File: src/rtl/seq_ctrl.sv
// seq_ctrl: multi-cycle FETCH/DECODE/EXECUTE/WRITEBACK sequencer owning the PC and IR,
// with run, single-step and sticky PC-breakpoint control.
module seq_ctrl #(
   parameter logic [7:0] PC_RESET = 8'h00,
   parameter int         CNT_W    = 16
) (
   input  logic             clk,
   input  logic             rst,
   input  logic             run,
   input  logic             step,
   input  logic             bp_en,
   input  logic [7:0]       bp_addr,
   input  logic [7:0]       instr,
   input  logic [7:0]       alu_result,
   output logic [7:0]       pc,
   output logic [7:0]       ir,
   output logic [1:0]       rs_sel,
   output logic [1:0]       rt_sel,
   output logic [1:0]       alu_op,
   output logic             reg_write,
   output logic [1:0]       wr_addr,
   output logic [7:0]       wr_data,
   output logic [2:0]       state,
   output logic             busy,
   output logic             bp_hit,
   output logic [CNT_W-1:0] retired
);

   typedef enum logic [2:0] {
      IDLE      = 3'd0,
      FETCH     = 3'd1,
      DECODE    = 3'd2,
      EXECUTE   = 3'd3,
      WRITEBACK = 3'd4
   } state_t;

   state_t     st_r;
   logic       step_mode_r;
   logic [7:0] pc_next_s;

   // Opcode field to ALU op; opcode 2'b11 is the nop and maps to ALU op 0.
   function automatic logic [1:0] op_map(input logic [1:0] opc);
      logic [1:0] res;
      case (opc)
         2'b00:   res = 2'b01;
         2'b01:   res = 2'b10;
         2'b10:   res = 2'b11;
         default: res = 2'b00;
      endcase
      return res;
   endfunction

   assign pc_next_s = pc + 8'd1;
   assign rs_sel    = ir[5:4];
   assign rt_sel    = ir[3:2];
   assign wr_addr   = ir[1:0];
   assign state     = st_r;
   assign busy      = (st_r != IDLE);
   assign reg_write = (st_r == WRITEBACK) && (ir[7:6] != 2'b11);

   // Sequencer state, PC/IR, datapath latches and retired counter.
   always_ff @(posedge clk) begin
      if (rst) begin
         st_r        <= IDLE;
         step_mode_r <= 1'b0;
         pc          <= PC_RESET;
         ir          <= 8'h00;
         alu_op      <= 2'b00;
         wr_data     <= 8'h00;
         bp_hit      <= 1'b0;
         retired     <= '0;
      end else begin
         case (st_r)
            IDLE: begin
               if (run) begin
                  st_r        <= FETCH;
                  step_mode_r <= 1'b0;
                  bp_hit      <= 1'b0;
               end else if (step) begin
                  st_r        <= FETCH;
                  step_mode_r <= 1'b1;
                  bp_hit      <= 1'b0;
               end else begin
                  st_r <= IDLE;
               end
            end
            FETCH: begin
               ir   <= instr;
               st_r <= DECODE;
            end
            DECODE: begin
               alu_op <= op_map(ir[7:6]);
               st_r   <= EXECUTE;
            end
            EXECUTE: begin
               wr_data <= alu_result;
               st_r    <= WRITEBACK;
            end
            WRITEBACK: begin
               pc      <= pc_next_s;
               retired <= retired + 1'b1;
               // Breakpoint compares against the incremented PC, so a restart at bp_addr runs through.
               if (step_mode_r || !run) begin
                  st_r <= IDLE;
               end else if (bp_en && (pc_next_s == bp_addr)) begin
                  st_r   <= IDLE;
                  bp_hit <= 1'b1;
               end else begin
                  st_r <= FETCH;
               end
            end
            default: begin
               st_r <= IDLE;
            end
         endcase
      end
   end

endmodule

File: config.mk
export PLATFORM = sky130hd
export DESIGN_NAME = seq_ctrl
export DESIGN_NICKNAME = d
export VERILOG_FILES = /design/src/rtl/seq_ctrl.sv
export SDC_FILE = /design/constraint.sdc
export NUM_CORES = 1
export LEC_CHECK = 0
export BUFFER_PORTS_ARGS = -buffer_cell sky130_fd_sc_hd__buf_2
export CORE_UTILIZATION = 35
export CTS_CLUSTER_DIAMETER = 60
export DETAILED_ROUTE_END_ITERATION = 12
export PLACE_DENSITY = 0.68
export SLEW_MARGIN = 5
export SYNTH_ARGS = -nofsm -noshare
export SYNTH_HDL_FRONTEND = slang
export SYNTH_SLANG_ARGS = --single-unit
File: constraint.sdc
create_clock -name clk -period 1.8 [get_ports clk]
set_input_delay 0.27 -clock clk [delete_from_list [all_inputs] [get_ports clk]]
set_output_delay 0.27 -clock clk [all_outputs]
set_load 0.01 [all_outputs]
==> results summary <==
The first-pass GRT wire length came out at 7750 microns. After detailed routing, the wire length on met1 is 2280 microns. The power density normalized to cell area is ~710 nW/um^2.

The flow ran to the end, and the final reports show no timing, DRC or antenna violations. The floorplan step defined a core boundary enclosing approximately 6000 sq um. The worst setup path is of the reg2reg kind. Counting distinct cell types in the post-synthesis netlist gives 35.

The count of TritonRoute iterations in the first routing pass came out at 4. The number of violations reported at the end of detailed-routing iteration 0 came out at 105. The destination of the worst hold path is step_mode_r. Traced cell by cell, the critical path runs through ha_4 > nand3_2 > nor2_2 > xnor2_1 > a211o_1 > or4_1 > o21ai_1.

STA classifies the critical path startpoint as a register. On the critical path the largest part of the delay comes from simple AND/OR/NAND/NOR gates. Across all register-to-register paths, the minimum setup slack is 0.06 ns. Measured in cells, the most critical reg-to-reg path has a length of 7. The number of nets in the layout came out at 374.

The total leakage power came out at 1.37 nW. The post-place setup slack is 0.0176 ns. The worst max-slew margin expressed relative to the limit is between 70% and 80%.

The cell area after synthesis is around 2200 sq um. In this run the horizontal extent of the chip is 81.4 microns. The total number of vias came out at 1928. The count of boundary I/O pins is 83. The overall routed net length came out at slightly below 5000 microns.

The detailed-routed wire length on met2 came out at 2410 microns. The starting utilization of the core area came out at between 30% and 40%. In the layout the commonest cells are sky130_fd_sc_hd__buf_2 (82), sky130_fd_sc_hd__nor2_1 (48), sky130_fd_sc_hd__dfxtp_1 (41), sky130_fd_sc_hd__buf_4 (18), sky130_fd_sc_hd__mux2i_1 (17). The clock reaches the later pin of the worst-skew pair after 0.30 ns. Global routing used around 15% of the available tracks. The number of maximum-capacitance violations came out at 0.

The highest layer touched by signal routing is met4. The number of stages on the worst hold path is 2. The count of final max-slew check failures is 0. The global placer's final weighted congestion is between 0.9 and 1.

The total nets after synthesis came out at ~290. The total overflow left after global routing is 0. The count of buffers from port buffering came out at between 80 and 90. The cell count after synthesis came out at 250. The number of global-route vias before repair came out at ~1800. The flip-flop and latch count after synthesis is 47. CTS placed an instance of sky130_fd_sc_hd__clkbuf_8 at the clock tree root. After floorplanning, the core was divided into 28 placement rows. The wire length per cell after detailed routing is 11.9 microns. The maximum vdd drop is around 0.34 mV. The die extent in y is a little over 80 microns. The biggest area contributor in the post-synthesis netlist is sky130_fd_sc_hd__dfxtp_1. The wire length on met3 came out at 219 microns. Sorting the synthesized cells by area gives the leading types as sky130_fd_sc_hd__dfxtp_1 (43%), sky130_fd_sc_hd__nor2_1 (8.3%), sky130_fd_sc_hd__mux2i_1 (7.7%), sky130_fd_sc_hd__xnor2_1 (6.0%), sky130_fd_sc_hd__xor2_1 (5.6%). The post-layout instance area is just under 3000 sq um.

The tree built by TritonCTS fans out to 47 sinks. CTS built an H-tree with a depth of 2. The final total power is roughly 2 mW. The capturing point of the worst reg2reg path is bp_hit. The number of endpoints with negative hold slack in the final report is 0. The mean number of vias per cell came out at ~4.6.

The data arrival time at the worst-slack endpoint came out at approximately 2.0 ns. The library cell used most frequently in the layout, excluding fill and tap cells, is sky130_fd_sc_hd__buf_2. For this design, the slowest cell found on the critical path is sky130_fd_sc_hd__or4_1. The data required time of the critical path is 2.04 ns. For the finished layout, the period the worst path requires is 1.74 ns. Setup repair after global routing could not meet its margin everywhere. The worst hold path belongs to the class in2reg. The TritonCTS buffer count is 5.

Cells with a size suffix above 1 make up between 30% and 40% of the layout. The part of the Yosys area used for sequential elements came out at 42.7%. The count of nets left with antenna violations once routing finished came out at 0. The smallest setup slack after layout is 0.0625 ns. The final core area utilization is about half. The placed instances occupy a cell area of 2760 sq um.

The remaining design rule violation count is 0. In this run the biggest area consumer among cell types represents 42.7% of the synthesized area. The total setup violations reported at the end of the flow came out at 0. The placed wire-length estimate came out at 3710 microns. The diode insertion count for antenna repair came out at 0. The maximum number of pins on one net before global-route repair is 43. The worst-path maximum fanout came out at 5. The number of antenna violations at the first check in global routing is 0.

Together, buffers and inverters on the worst path number 0. The clock skew came out at between 0.0015 and 0.002 ns. The share of the clock period used by the worst path came out at 96.5%.

STA classifies the critical path endpoint as a register. Clock-pin slew was measured on the worst setup and hold paths at 0.09 ns. In this run the most critical hold path is launched from run. TritonCTS built the clock tree. The die area came out at 6620 sq um.

The clock passes through at most 2 buffers. Compared with the post-synthesis result, the final layout area differs by 31.1%. Yosys printed 0 warnings.

The maximum achievable frequency came out at about 580 MHz. Adding up every negative setup slack in the final design gives 0 ns. The post-synthesis average cell area is just under 9 sq um. The largest single stage delay on the critical path is 0.47 ns. The startpoint identified for the worst register-to-register timing path is pc[1]. The slew at the pin closest to its max-slew limit is about 0.43 ns.
## metrics by stage
stage / hold slack (ns) / std cells
CTS: 0.185 / 414
detailed placement: 0.481 / 406
global route: 0.186 / 415
finish: 0.194 / 415
global placement: 0.470 / 406
floorplan: 0.367 / 250
## how the worst max path moves through the flow
stage | slack [ns] | startpoint | cells after the start | end
floorplan | 0.001 | pc[1] | 7 | bp_hit
finish | 0.06 | pc[1] | 7 | bp_hit
detailed placement | 0.02 | pc[1] | 7 | bp_hit
CTS | 0.006 | pc[4] | 6 | bp_hit
global placement | 0.07 | pc[4] | 6 | bp_hit
global route | -0.06 | pc[1] | 7 | bp_hit
## routing by layer
metal | track usage (%) | vias up
met5 | 0 | -
met4 | 5.54 | 0
met3 | 3.48 | 6
met2 | 25.4 | 52
met1 | 18.8 | 862
li1 | - | 1008
## synthesized netlist by cell type
cell type / instances
sky130_fd_sc_hd__buf_4: 6
sky130_fd_sc_hd__xor2_1: 14
sky130_fd_sc_hd__buf_1: 3
sky130_fd_sc_hd__or4_1: 2
sky130_fd_sc_hd__o21ai_0: 4
sky130_fd_sc_hd__nand2_1: 11
sky130_fd_sc_hd__xnor2_1: 15
sky130_fd_sc_hd__and4_1: 1
sky130_fd_sc_hd__o221ai_2: 1
sky130_fd_sc_hd__or4b_1: 1
sky130_fd_sc_hd__a21oi_1: 11
sky130_fd_sc_hd__nor3_1: 5
sky130_fd_sc_hd__or3_1: 3
sky130_fd_sc_hd__mux2i_1: 17
sky130_fd_sc_hd__a31oi_1: 1
sky130_fd_sc_hd__nand3_1: 11
sky130_fd_sc_hd__o21ai_1: 2
sky130_fd_sc_hd__a211oi_1: 1
sky130_fd_sc_hd__inv_1: 6
sky130_fd_sc_hd__nor2_2: 1
sky130_fd_sc_hd__nor2_1: 49
sky130_fd_sc_hd__nand3_2: 2
sky130_fd_sc_hd__nand3b_1: 2
sky130_fd_sc_hd__nor3b_1: 2
sky130_fd_sc_hd__a211o_1: 1
sky130_fd_sc_hd__nor4_2: 1
sky130_fd_sc_hd__and3_1: 3
sky130_fd_sc_hd__buf_2: 1
sky130_fd_sc_hd__nand2b_1: 5
sky130_fd_sc_hd__ha_1: 6
sky130_fd_sc_hd__clkbuf_1: 8
sky130_fd_sc_hd__dfxtp_1: 47
sky130_fd_sc_hd__nand4_1: 4
sky130_fd_sc_hd__nand2b_4: 1
sky130_fd_sc_hd__nor4_1: 2
## flip-flops by register name, indices dropped and copies added (netlist names)
register and count:
wr_data 8, ir 8, bp_hit 1, alu_op 2
pc 8, state 3, retired 16, step_mode_r 1
## final cells by class
type / count / area, sq um
Fill cell: 582 / 3100
Multi-Input combinational cell: 179 / 1190
Sequential cell: 47 / 953
Timing Repair Buffer: 100 / 546
Tap cell: 75 / 93.8
Clock buffer: 5 / 68.8
Inverter: 6 / 22.5
Clock inverter: 3 / 18.8
## kinds of logic after synthesis
| family | Yosys count | share of synthesized area, % |
|---|---|---|
| and+or+nand+nor | 106 | 23.9 |
| DFF | 47 | 42.7 |
| xor gates and xnor gates | 29 | 11.5 |
| buffers and inverters | 24 | 5.16 |
| AOI/OAI and AO/OA | 21 | 5.56 |
| muxes | 17 | 7.72 |
| adders and majority gates | 6 | 3.41 |
## where the power goes
group          internal [mW]  switching [mW]  leakage, nW
Sequential              1.07          0.0336        0.384
Combinational          0.153           0.164        0.937
Clock                  0.274           0.362       0.0483
## timing repair
| item | in CTS | in global routing |
|---|---|---|
| gates resized for setup | 1 | 10 |
| endpoints found under the setup margin | 1 | 4 |
| pin swaps | 0 | 1 |
| setup buffers | 0 | 1 |
| hold buffers | 0 | 0 |
Note: power is estimated with default switching activity, not from simulation.
